### config.mk
export PLATFORM = sky130hd
export DESIGN_NAME = shift_reg_univ_flat
export DESIGN_NICKNAME = d
export VERILOG_FILES = /design/src/rtl/shift_reg_univ_if.sv /design/src/rtl/shift_reg_univ.sv /design/src/flat_wrapper.sv
export SDC_FILE = /design/constraint.sdc
export NUM_CORES = 1
export LEC_CHECK = 0
export ABC_AREA = 1
export BUFFER_PORTS_ARGS = -buffer_cell sky130_fd_sc_hd__buf_2
export CORE_MARGIN = 4
export CORE_UTILIZATION = 54
export DETAILED_ROUTE_END_ITERATION = 8
export GPL_ROUTABILITY_DRIVEN = 0
export PLACE_DENSITY = 0.8
export SYNTH_ARGS = -nofsm -noshare
export SYNTH_HDL_FRONTEND = slang
export SYNTH_SLANG_ARGS = --single-unit
### constraint.sdc
create_clock -name clk -period 1.5 [get_ports clk]
set_clock_uncertainty 0.1 [all_clocks]
set_input_delay 0.375 -clock clk [delete_from_list [all_inputs] [get_ports clk]]
set_output_delay 0.375 -clock clk [all_outputs]
set_load 0.02 [all_outputs]
### src/rtl/shift_reg_univ_if.sv
// -----------------------------------------------------------------------------
// shift_reg_univ_if
//   Groups the operation/control inputs and register/status outputs of
//   shift_reg_univ into one bundle. Clock and reset stay plain module ports.
//
//   master : driver side (issues en/mode/d/sin/start/cnt, observes outputs)
//   slave  : register side (shift_reg_univ)
//
//   Signals
//     en      operation enable (low = hold, pauses a burst)
//     mode    3-bit operation select
//     d       parallel load data
//     sin     serial input
//     start   burst request
//     cnt     burst shift count
//     q       register contents
//     sout_l  q[WIDTH-1]
//     sout_r  q[0]
//     busy    burst in progress
//     done    one-cycle burst completion pulse
//
//   Optional (SHIFT_REG_PARITY_EN defined):
//     p_in    expected even parity of d on a load
//     parity  ^q
//     par_err registered parity mismatch flag
// -----------------------------------------------------------------------------
interface shift_reg_univ_if #(
    parameter int unsigned WIDTH = 8,
    parameter int unsigned CW    = $clog2(WIDTH + 1)
);
    logic             en;
    logic [2:0]       mode;
    logic [WIDTH-1:0] d;
    logic             sin;
    logic             start;
    logic [CW-1:0]    cnt;
    logic [WIDTH-1:0] q;
    logic             sout_l;
    logic             sout_r;
    logic             busy;
    logic             done;
`ifdef SHIFT_REG_PARITY_EN
    logic             p_in;
    logic             parity;
    logic             par_err;

    modport master (
        output en, mode, d, sin, start, cnt, p_in,
        input  q, sout_l, sout_r, busy, done, parity, par_err
    );

    modport slave (
        input  en, mode, d, sin, start, cnt, p_in,
        output q, sout_l, sout_r, busy, done, parity, par_err
    );
`else
    modport master (
        output en, mode, d, sin, start, cnt,
        input  q, sout_l, sout_r, busy, done
    );

    modport slave (
        input  en, mode, d, sin, start, cnt,
        output q, sout_l, sout_r, busy, done
    );
`endif
endinterface

### src/rtl/shift_reg_univ.sv
// -----------------------------------------------------------------------------
// shift_reg_univ
//   Parametrised universal shift register. Every enabled clock performs one of
//   hold / shl / shr / rotl / rotr / load / clear. A burst engine repeats a
//   shift or rotate for a programmed number of enabled edges, flagging busy
//   while running and pulsing done for one cycle on completion.
//
//   Parameters
//     WIDTH  register width (>= 2)
//     CW     width of the burst count
//
//   Ports
//     clk    rising-edge clock
//     reset  asynchronous active-low reset (clears q, busy, done, burst state)
//     bus    shift_reg_univ_if.slave, operation inputs and status outputs
//
//   Optional feature macro: SHIFT_REG_PARITY_EN
//     Adds bus.parity (^q), bus.par_err (latched (^d)^p_in on load, cleared
//     on clear mode or reset) and the bus.p_in input.
// -----------------------------------------------------------------------------
module shift_reg_univ #(
    parameter int unsigned WIDTH = 8,
    parameter int unsigned CW    = $clog2(WIDTH + 1)
) (
    input  logic           clk,
    input  logic           reset,
    shift_reg_univ_if.slave bus
);

    typedef enum logic [2:0] {
        MODE_HOLD  = 3'b000,
        MODE_SHL   = 3'b001,
        MODE_SHR   = 3'b010,
        MODE_ROTL  = 3'b011,
        MODE_ROTR  = 3'b100,
        MODE_LOAD  = 3'b101,
        MODE_CLEAR = 3'b110,
        MODE_RSVD  = 3'b111
    } mode_e;

    typedef enum logic {
        IDLE  = 1'b0,
        BURST = 1'b1
    } state_e;

    state_e           state_q, state_d;
    mode_e            bmode_q, bmode_d;
    logic [CW-1:0]    rem_q,   rem_d;
    logic [WIDTH-1:0] q_q,     q_d;
    logic             busy_q,  busy_d;
    logic             done_q,  done_d;
`ifdef SHIFT_REG_PARITY_EN
    logic             par_err_q, par_err_d;
`endif

    mode_e            mode_in;
    logic             is_shift;

    // Single-step next value of the register for a given operation.
    function automatic logic [WIDTH-1:0] apply_op(
        input mode_e            op,
        input logic [WIDTH-1:0] cur,
        input logic             s
    );
        logic [WIDTH-1:0] nxt;
        nxt = cur;
        case (op)
            MODE_SHL:   nxt = {cur[WIDTH-2:0], s};
            MODE_SHR:   nxt = {s, cur[WIDTH-1:1]};
            MODE_ROTL:  nxt = {cur[WIDTH-2:0], cur[WIDTH-1]};
            MODE_ROTR:  nxt = {cur[0], cur[WIDTH-1:1]};
            MODE_LOAD:  nxt = bus.d;
            MODE_CLEAR: nxt = '0;
            default:    nxt = cur;
        endcase
        return nxt;
    endfunction

    assign mode_in  = mode_e'(bus.mode);
    assign is_shift = (mode_in == MODE_SHL)  || (mode_in == MODE_SHR) ||
                      (mode_in == MODE_ROTL) || (mode_in == MODE_ROTR);

    always_comb begin
        state_d = state_q;
        bmode_d = bmode_q;
        rem_d   = rem_q;
        q_d     = q_q;
        busy_d  = busy_q;
        done_d  = 1'b0;
`ifdef SHIFT_REG_PARITY_EN
        par_err_d = par_err_q;
`endif

        case (state_q)
            IDLE: begin
                if (bus.en) begin
                    if (bus.start && is_shift) begin
                        // A burst request with a shift/rotate mode never
                        // moves q on the request edge; a zero count completes
                        // immediately with just the done pulse.
                        if (bus.cnt != '0) begin
                            bmode_d = mode_in;
                            rem_d   = bus.cnt;
                            state_d = BURST;
                            busy_d  = 1'b1;
                        end else begin
                            done_d  = 1'b1;
                        end
                    end else begin
                        q_d = apply_op(mode_in, q_q, bus.sin);
`ifdef SHIFT_REG_PARITY_EN
                        if (mode_in == MODE_LOAD) begin
                            par_err_d = (^bus.d) ^ bus.p_in;
                        end else if (mode_in == MODE_CLEAR) begin
                            par_err_d = 1'b0;
                        end
`endif
                    end
                end
            end

            BURST: begin
                if (bus.en) begin
                    q_d   = apply_op(bmode_q, q_q, bus.sin);
                    rem_d = rem_q - CW'(1);
                    if (rem_q == CW'(1)) begin
                        state_d = IDLE;
                        busy_d  = 1'b0;
                        done_d  = 1'b1;
                    end
                end
            end

            default: begin
                state_d = IDLE;
                busy_d  = 1'b0;
            end
        endcase
    end

    always_ff @(posedge clk or negedge reset) begin
        if (!reset) begin
            state_q <= IDLE;
            bmode_q <= MODE_HOLD;
            rem_q   <= '0;
            q_q     <= '0;
            busy_q  <= 1'b0;
            done_q  <= 1'b0;
`ifdef SHIFT_REG_PARITY_EN
            par_err_q <= 1'b0;
`endif
        end else begin
            state_q <= state_d;
            bmode_q <= bmode_d;
            rem_q   <= rem_d;
            q_q     <= q_d;
            busy_q  <= busy_d;
            done_q  <= done_d;
`ifdef SHIFT_REG_PARITY_EN
            par_err_q <= par_err_d;
`endif
        end
    end

    assign bus.q      = q_q;
    assign bus.sout_l = q_q[WIDTH-1];
    assign bus.sout_r = q_q[0];
    assign bus.busy   = busy_q;
    assign bus.done   = done_q;
`ifdef SHIFT_REG_PARITY_EN
    assign bus.parity  = ^q_q;
    assign bus.par_err = par_err_q;
`endif

endmodule

### src/flat_wrapper.sv
// flat-port wrapper written by rule: the top's interface ports become plain ports
module shift_reg_univ_flat 
#(
    parameter int unsigned WIDTH = 8,
    parameter int unsigned CW    = $clog2(WIDTH + 1)
)
  (clk, reset, bus_en, bus_mode, bus_d, bus_sin, bus_start, bus_cnt, bus_q, bus_sout_l, bus_sout_r, bus_busy, bus_done);
  shift_reg_univ_if #(.WIDTH(WIDTH), .CW(CW)) bus_i ();
  input  logic clk;
  input  logic reset;
  input wire logic [$bits(bus_i.en)-1:0] bus_en;
  input wire logic [$bits(bus_i.mode)-1:0] bus_mode;
  input wire logic [$bits(bus_i.d)-1:0] bus_d;
  input wire logic [$bits(bus_i.sin)-1:0] bus_sin;
  input wire logic [$bits(bus_i.start)-1:0] bus_start;
  input wire logic [$bits(bus_i.cnt)-1:0] bus_cnt;
  output wire logic [$bits(bus_i.q)-1:0] bus_q;
  output wire logic [$bits(bus_i.sout_l)-1:0] bus_sout_l;
  output wire logic [$bits(bus_i.sout_r)-1:0] bus_sout_r;
  output wire logic [$bits(bus_i.busy)-1:0] bus_busy;
  output wire logic [$bits(bus_i.done)-1:0] bus_done;
  assign bus_i.en = bus_en;
  assign bus_i.mode = bus_mode;
  assign bus_i.d = bus_d;
  assign bus_i.sin = bus_sin;
  assign bus_i.start = bus_start;
  assign bus_i.cnt = bus_cnt;
  assign bus_q = bus_i.q;
  assign bus_sout_l = bus_i.sout_l;
  assign bus_sout_r = bus_i.sout_r;
  assign bus_busy = bus_i.busy;
  assign bus_done = bus_i.done;
  shift_reg_univ #(.WIDTH(WIDTH), .CW(CW)) u_core (.clk(clk), .reset(reset), .bus(bus_i));
endmodule
# == Word level (Yosys, flattened, before mapping) ==
# Index checks and enable logic that the tools add are counted.
# totals
word_cells,67
out_inout_bits,12
n_memories,0
latch_bits,0
mem_bits_rw,0
inputBits,20
mem_bits_ro,0
ff_bits,18
# classes
mul,0
n_addsub,1
n_eq_ne,21
n_bitwise,1
n_mux,29
div_mod_pow,0
n_lt_le_gt_ge,0
shift,0
n_reduce_logical,9
# ops
cell,count
8-bit case mux with 6 select lines,2
8-bit two-way mux,3
3-bit equality test (second input constant),6
4-bit two-way mux,4
8-bit case mux with 2 select lines,1
1-bit two-way mux,15
3-bit by 2-bit equality test with 1-bit output (second input constant),4
5-bit AND reduction,2
2-bit != test (second input constant),4
4-bit case mux with 2 select lines,1
4-bit AND reduction,2
7-bit by 3-bit != test with 1-bit output (second input constant),1
7-bit != test (second input constant),1
3-bit by 1-bit equality test with 1-bit output (second input constant),2
1-bit case mux with 2 select lines,3
4-bit by 1-bit equality test with 1-bit output (second input constant),1
2-bit by 1-bit != test with 1-bit output (second input constant),2
4-bit nonzero test,1
4-bit by 1-bit subtractor with 4-bit output (second input constant),1
1-bit logical OR,3
1-bit logical AND,1
1-bit NOT,1

# == Depth between registers and ports, before layout ==
# Gate-level depths: netlist of run 1.
# depth
word_depth,8
mapped_depth,10
mapped_depth_nobuf,10

# == Least setup slack after synthesis of run 1 ==
# Ideal clock, no wire load.
# synth_timing
path_type,input port to flip-flop
startpoint,input port bus_mode[2]
endpoint,register u_core.rem_q[0]
arrival_ns,1.153
setup_time_ns,0.119
path_stages,8
setup_slack_ns,0.129
cell_sequence,buf_6 > inv_2 > o21ai_1 > nand2_2 > nand3_1 > nand2_1 > nand2_1 > o21a_1
# synth_via
elab_chain_cells,7
elab_cells_between_ends,10
cone_classes,5 x eq/ne; 5 x reduce/logical
# synth_lines
element,line_no,source
from (decl),flat_wrapper.sv:12,input wire logic [$bits(bus_i.mode)-1:0] bus_mode;
3-bit by 1-bit equality test with 1-bit output or 3-bit by 2-bit equality test with 1-bit output (tied branches),shift_reg_univ.sv:80,assign is_shift = (mode_in == MODE_SHL) || (mode_in == MODE_SHR) ||
1-bit logical OR (2 in series),shift_reg_univ.sv:80,
1-bit logical OR (*),shift_reg_univ.sv:81,(mode_in == MODE_ROTL) || (mode_in == MODE_ROTR);
1-bit logical AND (*),shift_reg_univ.sv:97,if (bus.start && is_shift) begin
2-bit by 1-bit != test with 1-bit output (no line) (*),-,
4-bit AND reduction (no line) (*),-,
to (signal assigned),shift_reg_univ.sv:155,rem_q <= rem_d;
to (decl),shift_reg_univ.sv:48,"logic [CW-1:0] rem_q, rem_d;"
# Every way passes the cells marked *; elsewhere a longest branch is shown, timed or not.
# A chain may end at the register's enable or synchronous reset.

# == Worst setup path after layout of run 1 ==
# layout_timing
startpoint,register u_core.bmode_q[1]
endpoint,register u_core.q_q[5] (netlist: u_core.bus.q[5])
# layout_via
elab_chain_cells,4
elab_cells_between_ends,11
cone_classes,7 x eq/ne; 3 x mux; 1 x reduce/logical
# layout_lines
element,line_no,source
from (decl),shift_reg_univ.sv:47,"mode_e bmode_q, bmode_d;"
from (signal assigned),shift_reg_univ.sv:154,bmode_q <= bmode_d;
3-bit equality test (tied with other cells),shift_reg_univ.sv:67,case (op)
8-bit case mux with 6 select lines,shift_reg_univ.sv:67,
8-bit two-way mux,shift_reg_univ.sv:123,if (bus.en) begin
8-bit case mux with 2 select lines,shift_reg_univ.sv:94,case (state_q)
to (signal assigned),shift_reg_univ.sv:156,q_q <= q_d;
to (decl),shift_reg_univ.sv:49,"logic [WIDTH-1:0] q_q, q_d;"
# Several ways; a longest one is shown, not always the timed one. The select of a mux whose other input is x is not followed.

==> results of run 1 <==
==> layout by cell type, fill, tap and decap left out, drive strengths merged <==
| master | instances |
|---|---|
| a21boi | 1 |
| a21oi | 15 |
| buf | 61 |
| clkbuf | 5 |
| dfrtp | 18 |
| dlygate4sd3 | 1 |
| ha | 2 |
| inv | 23 |
| nand2 | 69 |
| nand3 | 36 |
| nand3b | 1 |
| nand4 | 4 |
| nor2 | 24 |
| nor3b | 1 |
| o211ai | 7 |
| o21a | 2 |
| o21ai | 11 |
| or2 | 1 |
| xnor2 | 1 |
==> registers in the layout, indices dropped and copies added (netlist names) <==
name / flops
u_core.bus.done: 1
u_core.bmode_q: 3
u_core.state_q: 1
u_core.rem_q: 4
u_core.bus.busy: 1
u_core.bus.q: 8
==> report_power, final <==
group	internal (mW)	switching (mW)
Sequential	0.716	0.340
Clock	0.149	0.178
Combinational	1.02	1.38
==> layer usage <==
layer	global-route usage, %	share of wire (%)
met1	35.8	42
met2	40.9	46
met5	0	0
met3	3.40	9.5
met4	14.6	2.7
==> metrics by stage <==
step	utilization (%)	total power, mW	std cells
after floorplan	-	2.38	225
after global placement	69.1	2.85	296
after detailed placement	69.1	2.89	296
after CTS	74.2	3.42	306
after global routing	78.5	4.09	313
final	78.5	3.78	313
==> final timing paths <==
path                                endpoint  slack (ps)  depth (start not counted)
min in group asynchronous    u_core.bus.q[7]         420                          2
max in group asynchronous  u_core.bmode_q[2]         550                          2
setup reg to reg             u_core.bus.q[5]         -50                         10
hold reg to reg              u_core.bus.busy         420                          2
setup / recovery             u_core.bus.q[5]         -50                         10
hold / removal               u_core.rem_q[0]         290                          4
==> cell families (layout without fill, tap and decap cells) <==
group	count (synthesis)	after routing	synth area share, %
AOI/OAI and AO/OA	36	36	14.0
adders and majority gates	2	2	1.67
DFF	18	18	30.1
and+or+nand+nor	136	136	43.1
buffers and inverters	32	90	10.5
xor gates and xnor gates	1	1	0.585
==> repair_timing <==
item	in CTS	in global routing
resized for setup	12	14
hold endpoints to repair	18	0
pin swaps	11	10
buffers inserted	5	7
hold buffers	1	0
setup endpoints to repair	8	15
==> tightest hold or removal path: stages <==
cell     delay (ps)
buf_2            90
nand2_1          40
o21ai_0          60
o21a_1          100
==> area by class of cell <==
type	instances	area [sq um]	share of cell area [%]
multi-input cells	175	973	48.3
repair buffers	63	424	21.1
flip-flops and latches	18	457	22.7
clock buffers	4	36.3	1.80
inverters	23	86.3	4.29
well taps	30	37.5	1.86
==> impl_metrics.ini, run 1 <==
[floorplan]
dieArea_sq_um = 3680
fp-row-count = 18
core_area_sq_um = 2570
die_h_microns = 60.7
start_util_pct = 58.3
fp.dieW_microns = 60.7
ios = 32

[place]
dp_slack_ps = -164
place_area_sq_um = 1770
dp_hpwl_microns = 2910
portBuffers = 31

[grt]
antenna_found_initial = 0
grt_overflow = 0
grtUsageTotal_pct = 26.4
grt_start_max_net_pins = 19
grt_pass1_vias = 1694
grt_pass1_wl_microns = 7350

[timing]
relSlewSlack_pct = 71.5
max_freq_ghz = 0.644
finalSetupViolCount = 12
hold_ws_ps = 286
drv_slew = 0
rsz0062_at_grt = yes
fin_setup_tns_ps = -342
timing.final.hold_violations = 0
finalCritPeriodShare_pct = 103
layout_min_cycle_time_ps = 1550
fin_ws_ps = -52.2
tightestPinTransition_ps = 428

[final_layout]
nNetsFinal = 306
nFillCells = 187
diodes = 0
fin_area_sq_um = 2010
syn2layout_area_growth_pct = 34.5
drive_gt1_share_pct = 37.8

[synth]
netlist_area_sq_um = 1500
synthTopCellsByCount = 63 x nand2_1, 34 x nand3_1, 20 x inv_1, 18 x dfrtp_1, 18 x nor2_1
netlist-cell-type-count = 28
syn_avg_cell_area_sq_um = 6.66
yosysWarnings = 0
synthArstFlopShare_pct = 100
ys.flop_type = dfrtp_1
synthesis.nets = 247
synth_most_common_cell = nand2_1
synth_top_cell_area_share_pct = 30.1
synth_top_cell_by_area = dfrtp_1
synth.yosys.seq_area_share_pct = 30.1
ys_ff_latch = 18
syn_inst = 225
yosys-top-cells-area = dfrtp_1 30%, nand2_1 16%, nand3_1 11%, a21oi_1 5.0%, inv_1 5.0%
synth_edf_count = 0

[clock_network]
cts_max_level = 1
cts_made_buffers = 3
cts.sinks = 18
clockBufferDepth = 2
clk_pin_slew_ps = 120
cts_tree = done
cts_root_buffer = clkbuf_4
clock_latency_ps = 320

[worst_setup_path]
cp-start-kind = flip-flop
crit_type = reg -> reg
crit_start = u_core.bmode_q[1]
cpMostUsedCell = nand2_1
cp_cell_sequence = nand2_2 > nand2_2 > nand2_1 > nor2_1 > nor2_1 > nand2_1 > nor2_4 > buf_12 > nand3_2 > nand2_1
timing.rr.start = u_core.bmode_q[1]
end_kind = flip-flop
critical_path_buf_inv_count = 1
critPathTopFamily = simple AND/OR/NAND/NOR gates
cp_slowest_cell = dfrtp_2
crit_path_max_fanout = 8
cp_data_required_time_ps = 1670
critPathArrivalTime_ps = 1720
max_stage_delay_ps = 470

[run_status]
violations = setup timing
status = complete, but fails checks

[min_path]
hold_path_class = in -> reg
hp-start = bus_cnt[0]

[detailed_routing]
wl_microns = 4560
wl_per_cell_microns = 14.6
postRouteAntennaNets = 0
drt-initial-drc-count = 151
vias = 1807
drc = 0
drt_first_pass_iters = 7
vias_per_cell = 5.77

[pwr]
vdd_drop_max_mv = 1.40
powerDensity_nw_per_um2 = 1880
p_leak_nw = 1.05

[job]
cap_violations = 0
(Power assumes the default switching activity.)
==> run 2, diff against run 1 <==
CORE_UTILIZATION = 49   (was 54)
PLACE_DENSITY = 0.77   (was 0.8)
SETUP_SLACK_MARGIN = 0.1   (was default)
clock period = 1.3 ns   (was 1.5 ns; I/O delays follow)
==> impl_metrics.ini, run 2 (same netlist as run 1, synthesis figures left out) <==
[pwr]
sw_frac_of_total_pct = 46.9
powerDensity_nw_per_um2 = 2230
vdd_drop_max_mv = 1.54
power.internal_mw = 2.61
power_frac_seq_pct = 24.4
combPwrFrac_pct = 68.2
finalPower_mw = 4.91
p_leak_nw = 1.13
clkPwrFrac_pct = 7.4
p_switching_mw = 2.30

[floorplan]
die_h_microns = 63.3
fp.dieW_microns = 63.3
fp-row-count = 19
dieArea_sq_um = 4000
start_util_pct = 52.9
ios = 32
core_area_sq_um = 2830

[detailed_routing]
vias = 1827
postRouteAntennaNets = 0
wl_microns = 4770
drc = 0
wl_per_cell_microns = 14.6
drt-initial-drc-count = 112
drt_first_pass_iters = 5
vias_per_cell = 5.60

[final_layout]
diodes = 0
stdcell_count = 326
fin_area_sq_um = 2200
final_util_pct = 77.8
drive_gt1_share_pct = 41.7
syn2layout_area_growth_pct = 47.0
final_cell_mix = 55 x nand2_1, 38 x buf_4, 29 x nand3_1
nNetsFinal = 318
final_common_cell = nand2_1
largest_reg_flops = 8

[grt]
grtUsageTotal_pct = 24.5
grt_pass1_vias = 1703
grt_pass1_wl_microns = 7840
antenna_found_initial = 0
grt_overflow = 0
grt_start_max_net_pins = 19

[timing]
layout_min_cycle_time_ps = 1560
fin_ws_ps = -258
timing.final.hold_violations = 0
tightestPinTransition_ps = 414
rsz0062_at_grt = yes
relSlewSlack_pct = 72.4
finalCritPeriodShare_pct = 120
hold_ws_ps = 269
drv_slew = 0
max_freq_ghz = 0.642
finalSetupViolCount = 23

[worst_setup_path]
end_kind = flip-flop
crit_type = reg -> reg
cp_data_required_time_ps = 1450
critPathArrivalTime_ps = 1710
reg2reg_depth = 8
cp-start-kind = flip-flop
crit_path_max_fanout = 8

[run_status]
violations = setup timing
status = complete, but fails checks

[clock_network]
cts_max_level = 1
cts_tree = done
clockBufferDepth = 2
clk_pin_slew_ps = 110
clock_latency_ps = 300
cts_root_buffer = clkbuf_4
cts.sinks = 18
cts_made_buffers = 3

[place]
placedCellCount = 305
dp_hpwl_microns = 3110
place_area_sq_um = 1870
portBuffers = 31

[min_path]
holdPathStages = 4
hold_path_class = in -> reg

[job]
cap_violations = 0
-- run 2: cell type report --
cell class	instances	area, sq um
fill	199	627
clock buffer	4	36.3
sequential	18	457
inverter	23	91.3
timing repair buffer	75	562
multi-input combinational	175	1020
tap	31	38.8
-- run 2: final timing paths --
check / slack [ps] / to / start
worst min-delay path: 270 / u_core.rem_q[0] / bus_cnt[0]
max in group asynchronous: 410 / u_core.rem_q[0] / reset
worst max register to register: -260 / u_core.bus.q[2] / u_core.bmode_q[0]
min in group asynchronous: 380 / u_core.rem_q[2] / reset
worst min register to register: 420 / u_core.rem_q[1] / u_core.rem_q[1]
worst max-delay path: -260 / u_core.bus.q[2] / u_core.bmode_q[0]
-- run 2: power groups by stage --
stage | Sequential (mW) | Combinational (mW) | Clock [mW]
5_1_grt | 1.24 | 3.66 | 0.384
2_1_floorplan | 1.22 | 1.61 | 0
6_report | 1.20 | 3.35 | 0.364
3_5_place_dp | 1.19 | 2.45 | 0
3_3_place_gp | 1.19 | 2.38 | 0
4_1_cts | 1.16 | 3.13 | 0.363
-- run 2: stage by stage --
step / setup TNS, ps / setup slack (ps)
final: -2930 / -258
after global placement: -3010 / -225
after CTS: -2420 / -201
after global routing: -4840 / -364
after floorplan: -378 / -55.1
after detailed placement: -3680 / -278
-- run 2: critical path: stages (launching register included) --
cell      delay [ps]
dfrtp_2          460
nor2_2           170
nor2_1            60
nor2_1           130
nor2_2            70
buf_4            140
o211ai_4         140
nand2_1          130
nand2_1          110
-- run 2: metal layers --
metal	routed length (microns)	vias to the layer above	GRT usage [%]
li1	-	882	-
met1	1980	834	31.0
met2	2300	86	42.0
met3	314	25	3.73
met4	168	0	9.43
met5	0	-	0
-- run 2: repair_timing --
item                                    4_1_cts  5_1_grt
endpoints found under the setup margin       30       30
hold buffers                                  1        0
pin swaps                                    13        3
setup buffers                                14        3
endpoints found under the hold margin        18        0
gates resized for setup                      33       11
==> run 3, diff against run 2 <==
CORE_UTILIZATION = 58   (was 49)
PLACE_DENSITY = 0.85   (was 0.77)
clock period = 1.8 ns   (was 1.3 ns; I/O delays follow)
==> impl_metrics.ini, run 3 (same netlist as run 1, synthesis figures left out) <==
[timing]
relSlewSlack_pct = 72.4
tightestPinTransition_ps = 414
layout_min_cycle_time_ps = 1680
drv_slew = 0
finalSetupViolCount = 0
max_freq_ghz = 0.596
fin_setup_tns_ps = 0
hold_ws_ps = 379
finalCritPeriodShare_pct = 93.2
timing.final.hold_violations = 0

[clock_network]
clock_latency_ps = 300
cts_made_buffers = 3
cts_max_level = 1
clockBufferDepth = 2
cts_tree = done
clk_pin_slew_ps = 110
cts.sinks = 18
cts_root_buffer = clkbuf_4

[detailed_routing]
wl_per_cell_microns = 13.3
drt_first_pass_iters = 4
vias_per_cell = 5.50
wl_microns = 3830
drt-initial-drc-count = 78
vias = 1590
postRouteAntennaNets = 0
drc = 0

[worst_setup_path]
end_kind = flip-flop
crit_type = reg -> reg
critPathArrivalTime_ps = 1820
cp-start-kind = flip-flop
cp_data_required_time_ps = 1950
crit_path_max_fanout = 8

[final_layout]
final_common_cell = nand2_1
nFillCells = 213
nNetsFinal = 282
largest_reg_flops = 8
final_util_pct = 71.0
stdcell_count = 289
syn2layout_area_growth_pct = 17.5
drive_gt1_share_pct = 28.2
diodes = 0
final_cell_mix = 61 x nand2_1, 31 x buf_2, 28 x nand3_1

[floorplan]
fp.dieW_microns = 58.8
dieArea_sq_um = 3460
core_area_sq_um = 2480
fp-row-count = 18
die_h_microns = 58.8
start_util_pct = 60.5
ios = 32

[grt]
grt_overflow = 0
grt_pass1_wl_microns = 6110
grt_pass1_vias = 1411
grt_start_max_net_pins = 19
grtUsageTotal_pct = 22.6
antenna_found_initial = 0

[run_status]
status = complete, no violations

[pwr]
p_leak_nw = 0.920
powerDensity_nw_per_um2 = 1560
vdd_drop_max_mv = 0.891
finalPower_mw = 2.75

[place]
portBuffers = 31
dp_hpwl_microns = 2690
placedCellCount = 282

[min_path]
hold_path_class = in -> reg

[job]
cap_violations = 0
## run 3: changes by cell type in the layout (fill, tap and decap cells not counted), moves of 4 or more
cell,before,now
buf_2,25,31
nand2_2,11,7
nand2_1,55,61
buf_4,38,7
buf_6,9,0
## run 3: routing by layer
layer	global-route usage, %	vias up	share of wire [%]
met3	3.07	5	8.8
met4	8.74	0	1.1
met2	35.2	85	47
met1	31.6	696	43
li1	-	804	-
met5	0	-	0
## run 3: final cells by class
type	instances	area [sq um]	area share [%]
Clock buffer	4	36.3	2.06
Inverter	23	86.3	4.91
Multi-Input combinational cell	175	927	52.7
Sequential cell	18	454	25.8
Tap cell	30	37.5	2.13
Timing Repair Buffer	39	218	12.4
## run 3: worst paths after layout
path / slack (ps) / cells after the start / endpoint / from
min in group asynchronous: 500 / 2 / u_core.bmode_q[0] / reset
worst max register to register: 120 / 9 / u_core.bus.q[2] / u_core.bmode_q[1]
worst min-delay path: 380 / 3 / u_core.rem_q[2] / bus_en
max in group asynchronous: 790 / 2 / u_core.state_q / reset
worst max-delay path: 120 / 9 / u_core.bus.q[2] / u_core.bmode_q[1]
worst min register to register: 390 / 2 / u_core.rem_q[1] / u_core.rem_q[1]
## run 3: timing repair
item / 4_1_cts / 5_1_grt
hold buffers: 1 / 0
setup endpoints to repair: 0 / 10
endpoints found under the hold margin: 18 / 0
buffers inserted: 0 / 2
resized for setup: 0 / 12
## run 3: where the power goes
| part | total, mW | switching, mW | internal, mW |
|---|---|---|---|
| combinational | 1.61 | 0.980 | 0.627 |
| clock | 0.260 | 0.137 | 0.123 |
| sequential | 0.886 | 0.294 | 0.592 |
## run 3: metrics by stage
step                      setup slack [ps]  cell area [sq um]
after floorplan                        354               1500
after global placement                 127               1660
after detailed placement               101               1660
after CTS                              107               1700
after global routing                 -23.8               1760
final                                  123               1760
## run 3: critical path, cell delays in order, from the launching register on
cell     delay [ps]
dfrtp_2         480
nand2_2          90
nand2_1          70
nand2_1          80
nor2_1           60
nor2_2          180
nand2_2         100
nor2_4          280
nand3_2         110
nand2_1          70
